**src/rtl/tag_table_writer.sv**
```systemverilog
// -----------------------------------------------------------------------------
// tag_table_writer
//
// Write side of the tag-lookup table. Owns the registered tag matrix and
// per-slot valid vector that the lookup comparators read combinationally.
// Insert requests are resolved against the table state before the clock edge:
// a resident tag is reported as a hit, otherwise the lowest free slot is
// filled, otherwise the slot under the round-robin victim pointer is evicted.
// Each accepted insert produces one response (1-cycle latency) that is held
// until the consumer takes it.
//
// Ports:
//   clk, rst       clock, synchronous active-high reset
//   insValid/insReady/insTag
//                  insert request handshake and tag
//   invValid/invIdx
//                  single-slot invalidate (always accepted)
//   flush          clear every valid bit and the victim pointer
//   respValid/respReady
//                  insert response handshake
//   respIdx        slot that now holds (or already held) the tag
//   respHit        tag was already resident, nothing written
//   respEvict      a valid entry was overwritten
//   respEvictTag   the overwritten tag (zero when no eviction)
//   valid          registered per-slot valid vector
//   tagMat         registered tag matrix, one tag per slot
// -----------------------------------------------------------------------------
module tag_table_writer #(
    parameter int LOG_VEC_SIZE = 3,
    parameter int VEC_SIZE     = 1 << LOG_VEC_SIZE,
    parameter int TAG_SIZE     = 64
) (
    input  logic                                  clk,
    input  logic                                  rst,
    input  logic                                  insValid,
    output logic                                  insReady,
    input  logic [0:TAG_SIZE-1]                   insTag,
    input  logic                                  invValid,
    input  logic [LOG_VEC_SIZE-1:0]               invIdx,
    input  logic                                  flush,
    output logic                                  respValid,
    input  logic                                  respReady,
    output logic [LOG_VEC_SIZE-1:0]               respIdx,
    output logic                                  respHit,
    output logic                                  respEvict,
    output logic [0:TAG_SIZE-1]                   respEvictTag,
    output logic [0:VEC_SIZE-1]                   valid,
    output logic [0:VEC_SIZE-1][0:TAG_SIZE-1]     tagMat
);

    typedef enum logic {
        ST_IDLE = 1'b0,
        ST_RESP = 1'b1
    } state_e;

    localparam logic [LOG_VEC_SIZE-1:0] IDX_ONE = 1;

    state_e                               state_q, state_d;
    logic [0:VEC_SIZE-1]                  valid_q, valid_d;
    logic [0:VEC_SIZE-1][0:TAG_SIZE-1]    tag_q, tag_d;
    logic [LOG_VEC_SIZE-1:0]              victim_q, victim_d;
    logic [LOG_VEC_SIZE-1:0]              resp_idx_q, resp_idx_d;
    logic                                 resp_hit_q, resp_hit_d;
    logic                                 resp_evict_q, resp_evict_d;
    logic [0:TAG_SIZE-1]                  resp_evict_tag_q, resp_evict_tag_d;

    logic                                 ins_fire_s;
    logic                                 hit_s;
    logic [LOG_VEC_SIZE-1:0]              hit_idx_s;
    logic                                 free_s;
    logic [LOG_VEC_SIZE-1:0]              free_idx_s;
    logic                                 wr_en_s;
    logic [LOG_VEC_SIZE-1:0]              wr_idx_s;
    logic                                 evict_s;
    logic                                 res_hit_s;
    logic [LOG_VEC_SIZE-1:0]              res_idx_s;

    assign insReady   = (state_q == ST_IDLE) || respReady;
    assign ins_fire_s = insValid && insReady;

    // Lowest matching valid slot and lowest free slot; the loop runs from the
    // top down so the final write left standing is the lowest index.
    always_comb begin
        hit_s      = 1'b0;
        hit_idx_s  = '0;
        free_s     = 1'b0;
        free_idx_s = '0;
        for (int i = VEC_SIZE - 1; i >= 0; i--) begin
            hit_s      = hit_s  | (valid_q[i] && (tag_q[i] == insTag));
            hit_idx_s  = (valid_q[i] && (tag_q[i] == insTag)) ? i[LOG_VEC_SIZE-1:0] : hit_idx_s;
            free_s     = free_s | !valid_q[i];
            free_idx_s = !valid_q[i] ? i[LOG_VEC_SIZE-1:0] : free_idx_s;
        end
    end

    // Insert resolution. A same-cycle flush makes the table look empty, so
    // the insert lands in slot 0 with no hit and no eviction.
    always_comb begin
        wr_en_s   = 1'b0;
        wr_idx_s  = '0;
        evict_s   = 1'b0;
        res_hit_s = 1'b0;
        res_idx_s = '0;
        if (flush) begin
            wr_en_s   = 1'b1;
            wr_idx_s  = '0;
            res_idx_s = '0;
        end else if (hit_s) begin
            res_hit_s = 1'b1;
            res_idx_s = hit_idx_s;
        end else if (free_s) begin
            wr_en_s   = 1'b1;
            wr_idx_s  = free_idx_s;
            res_idx_s = free_idx_s;
        end else begin
            wr_en_s   = 1'b1;
            wr_idx_s  = victim_q;
            evict_s   = 1'b1;
            res_idx_s = victim_q;
        end
    end

    // Table, victim pointer, response and FSM next state.
    always_comb begin
        state_d          = state_q;
        valid_d          = valid_q;
        tag_d            = tag_q;
        victim_d         = victim_q;
        resp_idx_d       = resp_idx_q;
        resp_hit_d       = resp_hit_q;
        resp_evict_d     = resp_evict_q;
        resp_evict_tag_d = resp_evict_tag_q;

        // Clears first, so an insert writing the invalidated slot wins.
        if (flush) begin
            valid_d = '0;
        end else if (invValid) begin
            valid_d[invIdx] = 1'b0;
        end else begin
            valid_d = valid_q;
        end

        if (ins_fire_s && wr_en_s) begin
            valid_d[wr_idx_s] = 1'b1;
            tag_d[wr_idx_s]   = insTag;
        end else begin
            tag_d = tag_q;
        end

        if (flush) begin
            victim_d = '0;
        end else if (ins_fire_s && evict_s) begin
            victim_d = victim_q + IDX_ONE;
        end else begin
            victim_d = victim_q;
        end

        if (ins_fire_s) begin
            resp_idx_d       = res_idx_s;
            resp_hit_d       = res_hit_s;
            resp_evict_d     = evict_s;
            resp_evict_tag_d = evict_s ? tag_q[victim_q] : '0;
        end else begin
            resp_idx_d = resp_idx_q;
        end

        case (state_q)
            ST_IDLE: begin
                if (ins_fire_s) begin
                    state_d = ST_RESP;
                end else begin
                    state_d = ST_IDLE;
                end
            end
            ST_RESP: begin
                if (ins_fire_s) begin
                    state_d = ST_RESP;
                end else if (respReady) begin
                    state_d = ST_IDLE;
                end else begin
                    state_d = ST_RESP;
                end
            end
            default: state_d = ST_IDLE;
        endcase
    end

    // State registers with synchronous reset.
    always_ff @(posedge clk) begin
        if (rst) begin
            state_q          <= ST_IDLE;
            valid_q          <= '0;
            tag_q            <= '0;
            victim_q         <= '0;
            resp_idx_q       <= '0;
            resp_hit_q       <= 1'b0;
            resp_evict_q     <= 1'b0;
            resp_evict_tag_q <= '0;
        end else begin
            state_q          <= state_d;
            valid_q          <= valid_d;
            tag_q            <= tag_d;
            victim_q         <= victim_d;
            resp_idx_q       <= resp_idx_d;
            resp_hit_q       <= resp_hit_d;
            resp_evict_q     <= resp_evict_d;
            resp_evict_tag_q <= resp_evict_tag_d;
        end
    end

    assign respValid    = (state_q == ST_RESP);
    assign respIdx      = resp_idx_q;
    assign respHit      = resp_hit_q;
    assign respEvict    = resp_evict_q;
    assign respEvictTag = resp_evict_tag_q;
    assign valid        = valid_q;
    assign tagMat       = tag_q;

endmodule
```
**config.mk**
```make
export PLATFORM = sky130hd
export DESIGN_NAME = tag_table_writer
export DESIGN_NICKNAME = d
export VERILOG_FILES = /design/src/rtl/tag_table_writer.sv
export SDC_FILE = /design/constraint.sdc
export NUM_CORES = 2
export LEC_CHECK = 0
export CORE_AREA = 2 2 259 261
export DETAILED_ROUTE_END_ITERATION = 16
export DIE_AREA = 0 0 261 263
export DONT_BUFFER_PORTS = 1
export PLACE_DENSITY = 0.7
export SETUP_SLACK_MARGIN = 0.2
export SLEW_MARGIN = 20
export SYNTH_ARGS = -nofsm -noshare
export SYNTH_HDL_FRONTEND = slang
export SYNTH_SLANG_ARGS = --single-unit
```
**constraint.sdc**
```tcl
create_clock -name clk -period 6.5 [get_ports clk]
set_input_delay 1.3 -clock clk [delete_from_list [all_inputs] [get_ports clk]]
set_output_delay 1.3 -clock clk [all_outputs]
set_load 0.005 [all_outputs]
```
After elaboration in Yosys (flattened, before gate mapping)
Index checks and enable logic that the tools add are counted.
Widths: inputs -> output; s select.

storage, ports and cells
  flip-flop bits (word level) = 593
  logic and storage cells = 119
  output and inout port bits = 591
  bits of input ports = 73

operators by class
  multiplexer cells = 46
  order comparisons = 5
  add/sub/neg operators = 1
  bitwise operators = 21
  equal/unequal tests = 8
  reduce and logical (&&, ||, !) cells = 23

operators by type and width
  operator             count
  $bwmux 512           1
  $eq 64x64->1         8
  $mux 64              4
  $bmux 64 s3          1
  $demux 64 s3         1
  $mux 3               21
  $mux 8               3
  $or 1x1->1           14
  $logic_and 1x1->1    13
  $ge 4x4->1 const B   3
  $mux 1               12
  $not 3->4            3
  $and 8x8->8          1
  $logic_not 1->1      8
  $lt 4x1->1 const B   2
  $not 8->8            1
  $or 8x8->8           1
  $demux 1 s3          2
  $add 3x1->3 const B  1
  $pmux 1 s2           1
  $reduce_or 2->1      1
  $logic_or 1x1->1     1
  $not 1->1            1

Depth between registers and ports, before layout
  depth in word-level cells = 18
  gate-level depth with buffers = 13
  depth with buffers taken out = 9

Least setup slack after synthesis
Ideal clock, no wire load.

  path kind = input to register
  start = input port insTag[57] (netlist name)
  end = register tag_q, in the netlist tagMat[118]
  arrival time = 3.595 ns
  path buffers = 3
  setup time = 0.128 ns
  required time = 6.372 ns
  setup slack = 2.778 ns
  stages = 12
  cells stage by stage = buf_4 > xor2_1 > nor4_1 > nand3_1 > or4_1 > o22ai_1 > nor4_4 > nand4_2 > buf_12 > buf_8 > mux2i_1 > nor2_1

between the ends
  cells in the longest elaborated chain, start to end = 17
  elaborated cells on any way between the ends = 35
  those cells by class = order compare (2); eq/ne (8); mux (7); bitwise (8); reduce/logical (10)

RTL lines
  element                                                                line  text
  start, declared                                                        37    input logic [0:TAG_SIZE-1] insTag,
  $eq 64x64->1                                                           89    hit_s = hit_s | (valid_q[i] && (tag_q[i] == insTag));
  $logic_and 1x1->1                                                      89
  $or 1x1->1 (6 in a row)                                                89
  $or 1x1->1 *                                                           89
  $mux 3                                                                 108   end else if (hit_s) begin
  $mux 3                                                                 104   if (flush) begin
  $not 3->4 (implied by the code)                                        145   tag_d[wr_idx_s] = insTag;
  $ge 4x4->1 (implied by the code) / $lt 4x1->1 (equally long branches)  145
  $logic_and 1x1->1 (implied by the code)                                145
  $mux 64 (implied by the code)                                          145
  $demux 64 s3                                                           145
  $bwmux 512                                                             145
  end signal, assigned                                                   202   tag_q <= tag_d;
  end, declared                                                          60    logic [0:VEC_SIZE-1][0:TAG_SIZE-1] tag_q, tag_d;

Every way passes the cells marked *; elsewhere a longest branch is shown, timed or not.
A chain may end at the register's enable or synchronous reset.

Final worst setup path
  start = input port insTag[14] (netlist name)
  end = register tag_q, in the netlist tagMat[361]

Same word-level chain as after synthesis.

==> results.tsv <==
stage	metric	value	unit
run_status	run status	finished, final reports clean	
detailed_routing	routed length per placed instance	44.9	µm
synthesis	most frequent cells after synthesis	dfxtp_1 (593), nor2_1 (557), mux2i_1 (515), xnor2_1 (290), nand2_1 (192)	
floorplanning	placeable core region	65600	µm²
global_route	Total Routing Usage GR	0.547	
timing	setup TNS after final layout	0	ps
detailed_routing	antenna viol nets, final	0	
cells_and_area	final instance area	36400	µm²
placement	area of placed instances	34200	µm²
cells_and_area	P&R area growth vs syn	4.46	%
cells_and_area	nets	3497	
placement	pre-CTS setup slack	1370	ps
critical_path	register-to-register setup slack	1850	ps
floorplanning	std cell rows	94	
timing	worst rel slew slack	0.191	
synthesis	number of standard cells after synthesis	3621	
global_route	pin count of the biggest net entering global routing	531	
timing	worst path setup slack after routing	1700	ps
timing	unrepaired setup endpoints after global routing	no	
floorplanning	number of placed I/O pins	664	
critical_path	capturing element type of the critical path	flop	
critical_path	origin of the critical flop-to-flop path	tagMat[340]	
synthesis	sequential fraction of the synthesis area	0.341	
clocking	Post-CTS Setup Repair Bufs	0	
global_route	wire length of the first global-routing pass	258	mm
global_route	vias in the first global route	29314	
power	cell area power density	231	nW/µm²
synthesis	proportion of netlist area held by the largest area contributor	0.341	
power	LEAKAGE	15.5	nW
clocking	number of buffers inserted by hold repair at cts	0	
detailed_routing	Via Count	32120	
placement	hpwl dp	152	mm
global_route	global-route congestion overflow total	0	
placement	Cells after DPL	4225	
power	maximum ir drop on the vdd rail	0.237	mV
critical_path	logic depth of the worst register-to-register path	11	
clocking	total clock buffers created by CTS	60	
placement	Routability Congestion	1.13	
timing	transition time of the tightest slew-check pin	1200	ps
critical_path	maximum fanout count along the critical path	20	
timing	setup clock skew after layout	32.3	ps
critical_path	crit path capture	tagMat[361]	
timing	final critical-path share of the clock period	0.738	
synthesis	Async SR Flop Fraction	0	
cells_and_area	Non-Filler Instances	4348	
timing	maximum operating frequency	208	MHz
floorplanning	effective utilization at floorplan	0.531	
flow_run	count of maximum capacitance violations	0	
global_route	antenna violations before repair	16	
floorplanning	die outline area	68600	µm²
detailed_routing	via density per instance	7.39	
cells_and_area	Layout fillers	5721	
critical_path	data required time of the critical path	7010	ps
synthesis	most used flip-flop cell after synthesis	dfxtp_1	
clocking	clock transition at the register clock pins on the worst setup and hold paths after CTS	60	ps
synthesis	synthesis warning total	0	
clocking	cell chosen for the clock root	clkbuf_16	
cells_and_area	Core Util, Final	0.554	
synthesis	synth top area cells	dfxtp_1 (34%), mux2i_1 (15%), mux4_2 (8.3%)	
floorplanning	DIE HEIGHT	263	µm
synthesis	leading area contributor after synthesis	dfxtp_1	
cells_and_area	fraction of final layout cells with drive strength greater than 1	0.108	
detailed_routing	first-iteration detailed-routing DRC count	6011	
timing	minimum clock period after layout	4800	ps
clocking	CTS tree	done	
detailed_routing	total detailed-routing wirelength	195	mm
clocking	latest clock arrival within the worst-skew pair	670	ps
critical_path	endpoint of the lowest-slack register-to-register path	tagMat[361]	
synthesis	post-synth design cell area	34800	µm²
clocking	number of clock sinks seen by CTS	593	
critical_path	critical path type	input pin to flop	
min_path	Worst Hold Class	flop to flop	
floorplanning	width of the die	261	µm
synthesis	library cell with the highest instance count after synthesis	dfxtp_1	
placement	total of buffers placed on input and output ports	0	
synthesis	number of synthesized register bits	593	
critical_path	launch point of the worst path	insTag[14]	
detailed_routing	remaining design rule violation count	0	
clocking	number of instances resized during post-cts repair	0	
critical_path	data arrival time at the worst-slack endpoint	5300	ps
critical_path	Startpoint Class	input pin	
clocking	CTS HTree Levels	2	
clocking	CTS Buffer Depth	3	
timing	count of pins over their slew limit	0	
timing	final number of hold-violating endpoints	0	
timing	final setup violation count	0	
synthesis	Post-synth EDFFs	0	
synthesis	net count of the mapped netlist	3695	
synthesis	mean instance size in the synthesized netlist	9.62	µm²
detailed_routing	number of optimization iterations in the first detailed-route pass	6	
synthesis	post-synthesis cell type count	74	
-- kinds of logic after synthesis --
kind of cell             share of synthesized area
XOR/XNOR                                    0.0998
adder cells (fa/ha/maj)                   0.000359
flip-flops                                   0.341
multiplexers                                 0.252
AO/OA/AOI/OAI                               0.0372
buffers and inverters                       0.0733
AND/OR/NAND/NOR                              0.197
-- flip-flops by register name, summed over array words and instances (netlist names) --
name and cells:
tagMat 512, respEvictTag 64, valid 8, respIdx 3, victim_q 3, respEvict 1
respHit 1, respValid 1
-- metrics by stage --
| step | hold WS (ps) | power [mW] |
|---|---|---|
| after floorplan | 448 | 4.40 |
| after global placement | 467 | 4.60 |
| after detailed placement | 491 | 4.59 |
| after CTS | 500 | 8.33 |
| after global routing | 528 | 8.50 |
| final | 502 | 8.42 |
-- worst max-delay path, cell delays in order --
cell     delay, ps
xnor2_1        870
nand3_1        170
nor4_1         340
nand4_1        310
o22ai_1        550
nor4_4         160
buf_4          230
nand4_4        520
buf_4          500
mux2i_1        250
nor2_1          50
-- cell usage in the layout (no fill, tap or decap), types with 10 or more instances in the layout --
| cell | instances |
|---|---|
| nor2b_1 | 39 |
| a22oi_1 | 65 |
| nand2_1 | 191 |
| nand2b_1 | 190 |
| clkbuf_16 | 62 |
| clkbuf_8 | 15 |
| mux4_2 | 128 |
| nor3_1 | 33 |
| diode_2 | 11 |
| o21ai_0 | 19 |
| nand4_1 | 160 |
| nand4b_1 | 12 |
| o2111ai_1 | 24 |
| mux2i_1 | 515 |
| clkinv_2 | 12 |
| buf_12 | 10 |
| nor4_1 | 92 |
| mux2_2 | 64 |
| inv_1 | 57 |
| dfxtp_1 | 590 |
| buf_4 | 41 |
| a21oi_1 | 16 |
| nor2_1 | 557 |
| xnor2_1 | 290 |
| xor2_1 | 105 |
| nand3_1 | 46 |
-- layer usage --
metal | vias to the layer above | GRT usage | part of all wire
met5 | - | 0.00142 | 0.00029
met4 | 8 | 0.359 | 0.089
li1 | 12302 | - | -
met1 | 15830 | 0.674 | 0.35
met3 | 798 | 0.208 | 0.15
met2 | 3182 | 0.794 | 0.41
-- where the power goes --
group          switching [mW]  internal (mW)
Combinational           0.539          0.269
Clock                    1.60           2.24
Sequential             0.0944           3.67
-- final cells by class --
| class | instances | area, µm² | area share |
|---|---|---|---|
| Inverter | 59 | 224 | 0.00616 |
| Multi-Input combinational cell | 2658 | 20500 | 0.563 |
| Clock inverter | 29 | 397 | 0.0109 |
| Sequential cell | 593 | 11900 | 0.327 |
| Timing Repair Buffer | 51 | 508 | 0.0140 |
| Tap cell | 864 | 1080 | 0.0297 |
| Clock buffer | 83 | 1780 | 0.0490 |
| Antenna cell | 11 | 27.5 | 0.000757 |
-- how the worst min path moves through the flow --
stage / end / start / depth (start not counted)
4_1_cts: respIdx[2] / respIdx[2] / 2
3_5_place_dp: respIdx[2] / respIdx[2] / 2
6_report: respIdx[2] / respIdx[2] / 2
2_1_floorplan: respIdx[2] / respIdx[2] / 2
3_3_place_gp: respIdx[2] / respIdx[2] / 2
5_1_grt: respIdx[2] / respIdx[2] / 2
(Power assumes the default switching activity.)
